## src/rtl/dbus_regfile.sv

```systemverilog
// dbus_regfile -- register-bank target on the internal byte-wide dbus.
//
// Decodes dbus_reg and performs one write or one read per strobe assertion.
// It returns registered read data and exports the CTRL, PULSE and general
// configuration registers. It also collects sticky status flags and counts
// accesses to unimplemented addresses.
//
// Parameters:
//   NREG      number of decoded addresses (8..64), 0x00..NREG-1
//   ID        constant returned at address 0x00
//   CTRL_RST  reset value of CTRL
//
// Ports:
//   sysclk         system clock, rising edge
//   reset          asynchronous active-low reset
//   dbus_reg       register address
//   dbus_data_out  write data from the bus initiator
//   dbus_w         write strobe (level, one write per rising edge)
//   dbus_r         read strobe (level, one read per rising edge)
//   dbus_data_in   registered read data back to the initiator
//   status_in      level status flags from the datapath
//   ctrl_out       CTRL register (0x01)
//   pulse_out      one-cycle pulses written at 0x02
//   cfg_out        general registers 0x06..NREG-1, 0x06 in the LSBs
//
// Build option:
//   DBUS_STATUS_SYNC_EN  when defined, status_in passes through a two-flop
//                        synchroniser before feeding STICKY and LIVE.

module dbus_regfile #(
  parameter int unsigned NREG     = 16,
  parameter logic [7:0]  ID       = 8'hA5,
  parameter logic [7:0]  CTRL_RST = 8'h00
) (
  input  logic                  sysclk,
  input  logic                  reset,
  input  logic [7:0]            dbus_reg,
  input  logic [7:0]            dbus_data_out,
  input  logic                  dbus_w,
  input  logic                  dbus_r,
  output logic [7:0]            dbus_data_in,
  input  logic [7:0]            status_in,
  output logic [7:0]            ctrl_out,
  output logic [7:0]            pulse_out,
  output logic [8*(NREG-6)-1:0] cfg_out
);

  localparam int unsigned NCFG   = NREG - 6;
  localparam int unsigned IW     = (NCFG > 1) ? $clog2(NCFG) : 1;
  localparam logic [7:0]  NREG_B = 8'(NREG);

  typedef enum logic [7:0] {
    A_ID     = 8'h00,
    A_CTRL   = 8'h01,
    A_PULSE  = 8'h02,
    A_STICKY = 8'h03,
    A_LIVE   = 8'h04,
    A_ERRCNT = 8'h05,
    A_CFG0   = 8'h06
  } reg_addr_e;

  logic       w_q, r_q;
  logic       w_arm, r_arm;
  logic       rd_pend;
  logic [7:0] rd_addr;
  logic [7:0] sticky;
  logic [7:0] errcnt;
  logic [7:0] cfg [NCFG];
  logic [7:0] status_s;

  logic       wr, rd, wr_bad, rd_bad;
  logic [7:0] sel_addr, rd_val;
  logic [7:0] sticky_clr, sticky_nxt;
  logic [1:0] err_inc;
  logic [8:0] err_sum;

`ifdef DBUS_STATUS_SYNC_EN
  logic [7:0] sync1, sync2;

  always_ff @(posedge sysclk or negedge reset) begin
    if (!reset) begin
      sync1 <= '0;
      sync2 <= '0;
    end else begin
      sync1 <= status_in;
      sync2 <= sync1;
    end
  end

  assign status_s = sync2;
`else
  assign status_s = status_in;
`endif

  // The arm flags block an access from a strobe that is already high when
  // reset releases. The strobe must be seen low once before it can access.
  assign wr     = dbus_w & ~w_q & w_arm;
  assign rd     = dbus_r & ~r_q & r_arm;
  assign wr_bad = wr & (dbus_reg >= NREG_B);
  assign rd_bad = rd & (dbus_reg >= NREG_B);

  always_comb begin
    err_inc = {1'b0, wr_bad} + {1'b0, rd_bad};
    err_sum = {1'b0, errcnt} + {7'b0, err_inc};
  end

  // Set wins over a coincident write-1-to-clear.
  always_comb begin
    sticky_clr = '0;
    if (wr && (dbus_reg == A_STICKY)) sticky_clr = dbus_data_out;
    sticky_nxt = (sticky & ~sticky_clr) | status_s;
  end

  // A deferred read uses the address captured on the strobe edge.
  // It sees register contents after the coincident write.
  always_comb begin
    sel_addr = rd_pend ? rd_addr : dbus_reg;
    rd_val   = '0;
    if (sel_addr < NREG_B) begin
      case (sel_addr)
        A_ID:     rd_val = ID;
        A_CTRL:   rd_val = ctrl_out;
        A_PULSE:  rd_val = '0;
        A_STICKY: rd_val = sticky;
        A_LIVE:   rd_val = status_s;
        A_ERRCNT: rd_val = errcnt;
        default:  rd_val = cfg[IW'(sel_addr - A_CFG0)];
      endcase
    end
  end

  always_ff @(posedge sysclk or negedge reset) begin
    if (!reset) begin
      w_q          <= 1'b0;
      r_q          <= 1'b0;
      w_arm        <= 1'b0;
      r_arm        <= 1'b0;
      rd_pend      <= 1'b0;
      rd_addr      <= '0;
      sticky       <= '0;
      errcnt       <= '0;
      dbus_data_in <= '0;
      ctrl_out     <= CTRL_RST;
      pulse_out    <= '0;
      for (int unsigned i = 0; i < NCFG; i++) cfg[i] <= '0;
    end else begin
      w_q       <= dbus_w;
      r_q       <= dbus_r;
      w_arm     <= w_arm | ~dbus_w;
      r_arm     <= r_arm | ~dbus_r;
      sticky    <= sticky_nxt;
      pulse_out <= '0;

      if (wr && (dbus_reg == A_ERRCNT)) errcnt <= '0;
      else if (err_sum[8])              errcnt <= '1;
      else                              errcnt <= err_sum[7:0];

      if (wr) begin
        case (dbus_reg)
          A_CTRL:  ctrl_out  <= dbus_data_out;
          A_PULSE: pulse_out <= dbus_data_out;
          default: begin
            if ((dbus_reg >= A_CFG0) && (dbus_reg < NREG_B))
              cfg[IW'(dbus_reg - A_CFG0)] <= dbus_data_out;
          end
        endcase
      end

      rd_pend <= rd & wr;
      if (rd & wr) rd_addr <= dbus_reg;
      if (rd_pend || (rd && !wr)) dbus_data_in <= rd_val;
    end
  end

  always_comb begin
    cfg_out = '0;
    for (int unsigned i = 0; i < NCFG; i++) cfg_out[i*8 +: 8] = cfg[i];
  end

endmodule

```

## config.mk

```make
export PLATFORM = sky130hd
export DESIGN_NAME = dbus_regfile
export DESIGN_NICKNAME = d
export VERILOG_FILES = /design/src/rtl/dbus_regfile.sv
export SDC_FILE = /design/constraint.sdc
export NUM_CORES = 1
export LEC_CHECK = 0
export CAP_MARGIN = 20
export CORE_MARGIN = 1.5
export CORE_UTILIZATION = 50
export DETAILED_ROUTE_END_ITERATION = 8
export DONT_BUFFER_PORTS = 1
export PLACE_DENSITY_LB_ADDON = 0.25
export REMOVE_ABC_BUFFERS = 1
export SLEW_MARGIN = 20
export SYNTH_ARGS = -nofsm -noshare
export SYNTH_HDL_FRONTEND = slang
export SYNTH_SLANG_ARGS = --single-unit
```

## constraint.sdc

```tcl
create_clock -name sysclk -period 3 [get_ports sysclk]
set_clock_uncertainty 0.15 [all_clocks]
set_input_delay 0.45 -clock sysclk [delete_from_list [all_inputs] [get_ports sysclk]]
set_output_delay 0.45 -clock sysclk [all_outputs]
set_load 0.01 [all_outputs]
```

==> metrics.txt <==
CTS tree=built; Post-synth EDFFs=0; ys flop type=dfrtp_1; Skew-Pair Late Insertion Delay=0.43 ns; P_sw=1.11 mW; setup violators final=0; M3 GR Usage=9.63%; worst flop-to-flop path startpoint=rd_pend; crit share post-route=around 94%; synthesized area per cell=11.9 sq um; grt peak-use layer=met2; Clock Power Share=46.3%; Initial Utilization=approximately half; leading area contributor after synthesis=dfrtp_1; sequential power share=44.8%; input/output buffers=0; register bit total from synthesis=about 130; final WL=18200 um; max cap viols=0; # clock sinks=133; GRT Overall Usage=27.9%; die span in x=117 um; critical path launch point type=flip-flop; Power Internal=3.38 mW; CTS Buf Count=17; first-pass GRT wire length=27800 um; Max Slew Vio Count=0; M1 GR Usage=36.5%; cell with the most instances after synthesis=dfrtp_1; Detailed Route Iter0 Violations=330; failing checks=hold timing; deepest level of the CTS H-tree=4; Synth Instances=546; Yosys top cell area share=51.3%; synth cell count leaders=dfrtp_1 (133), mux2_2 (95), nand2_1 (33), o21ai_0 (33), inv_1 (19); data arrival time of the worst path=between 2 and 3 ns; fin crit period=2.83 ns; PD cells=599 mW/mm^2; met2 Usage GRT=42.3%; Cell Area, Synth=0.00649 sq mm; ys async rst share=100%; Yosys warnings=0; RSZ-0062 raised after global routing=no; Final Hold Vio Count=133; crit path max fanout=8; # DRC=0; hpwl dp=roughly 13000 um; I/O pin count=132; ant diodes=0; hold-fix buffers at CTS=15; First-pass DRT Iterations=5; worst hold slack=-0.425 ns; Hold WC Path Type=in2async; number of global-route vias before repair=around 4900; DRT antenna net count=0; Worst-Margin Slew=0.866 ns; sw frac=24.8%; WL/cell=approximately 24 um; vias per cell=slightly above 6; worst setup path class=reg2reg; Core ar.=0.0126 sq mm; Clock transition at path regs=about 0.060 ns; crit end category=flip-flop; Synth-to-Final Area Change=15.6%; post-synth cell types=54; part of the power in combinational logic=8.9%; non-filler instance count after layout=~760; peak supply drop=437 uV; Max Freq=between 300 and 400 MHz; Die ar.=about 0.014 sq mm; top post-synthesis cells by area=dfrtp_1 (51%), mux2_2 (16%), o21ai_0 (2.5%); setup bufs post-CTS=0; total grt overflow=0; clk root buf=clkbuf_16; leak pwr=3.42 nW; outcome=finished, violations left; Total Power=4.49 mW; Placed Area=just under 0.007 sq mm; clk buf depth=2; critical path startpoint=rd_pend; register area share after synthesis=51.3%; FP Rows=41; Die Y=between 100 and 150 um; RePlAce Congestion=0.884; design area=0.00750 sq mm; Slew HR=42.1%; critical path required time=3.16 ns; via count=4696; initial antenna violation count=0; layout cell share with drive strength beyond 1=28.2%; fin nets=607; placed cell count=approximately 710; largest net degree at the start of global routing=134
==> path summary, 6_finish.rpt <==
kind | slack, ns | endpoint | depth (start not counted)
setup / recovery | 0.17 | dbus_data_in[2] | 8
hold / removal | -0.42 | ctrl_out[3] | 0
setup reg to reg | 0.17 | dbus_data_in[2] | 8
hold reg to reg | 0.31 | r_arm | 1
max in group asynchronous | 2.84 | r_q | 0
min in group sysclk | 0.01 | cfg_out[1] | 1
==> critical path, cell delays in order (launching register included) <==
cell and delay (ns):
dfrtp_1 0.41, and2_1 0.16, or2_2 0.39, ha_1 0.24, xnor2_1 0.28, or3b_1 0.30
o21ai_0 0.15, or3_1 0.38, a32o_1 0.25
==> registers in the layout, summed over array words and instances, names as in the netlist <==
register,flops
cfg_out,80
ctrl_out,8
dbus_data_in,8
errcnt,8
pulse_out,8
r_arm,1
r_q,1
rd_addr,8
rd_pend,1
sticky,8
w_arm,1
w_q,1
==> metrics by stage <==
step                      utilization [%]  TNS, ns  worst slack, ns
after CTS                            59.4        0            0.196
final                                59.5        0            0.168
after global placement               53.5        0            0.314
after floorplan                         -   -0.393           -0.170
after detailed placement             53.5        0            0.219
after global routing                 59.5        0           0.0122
==> metal layers <==
metal  vias up  part of all wire (%)
li1       2080                     -
met1      2367                    42
met2       210                    46
met3        39                   9.3
met4         0                   3.1
met5         -                     0
==> cells by family after synthesis <==
kind of cell,Yosys count,share of synthesized area [%]
adder cells (fa/ha/maj),5,1.08
buffers and inverters,48,3.08
AO/OA/AOI/OAI,123,12.8
XOR/XNOR,6,0.810
flip-flops,133,51.3
AND/OR/NAND/NOR,122,11.5
multiplexers,109,19.4
==> power by group through the flow <==
stage | Combinational, mW | Clock (mW) | Sequential, mW
global placement | 0.357 | 0 | 2.04
floorplan | 0.273 | 0 | 2.02
CTS | 0.396 | 2.10 | 2.01
detailed placement | 0.373 | 0 | 2.05
finish | 0.400 | 2.08 | 2.02
global route | 0.440 | 2.18 | 2.03
==> final cells by class <==
type	count	area, sq um
Fill cell	1060	5120
Tap cell	172	215
Inverter	19	71.3
Clock inverter	10	124
Multi-Input combinational cell	365	2970
Sequential cell	133	3330
Clock buffer	21	470
Timing Repair Buffer	38	323
==> cells in the final DEF, fill, tap and decap left out, types with 6 or more instances in the layout <==
master	Yosys	layout
nand3_1	9	9
mux2i_1	9	9
dfrtp_1	133	133
a21oi_1	15	15
a22oi_1	8	8
o22ai_1	15	15
and2_1	10	10
nand2_1	33	33
a22o_1	16	16
nor2b_1	6	6
inv_1	19	19
nor3b_1	15	15
dlygate4sd3_1	0	15
o21ai_0	33	33
nand2b_1	9	9
mux2_2	95	95
nor2_1	10	10
a21o_1	9	9
buf_4	1	23
clkbuf_16	0	17
a221o_1	6	6
==> timing repair <==
item | 4_1_cts | 5_1_grt
endpoints found under the hold margin | 150 | 133
gates resized for setup | 0 | 1
setup endpoints to repair | 0 | 1
Note: power is estimated with default switching activity, not from simulation.
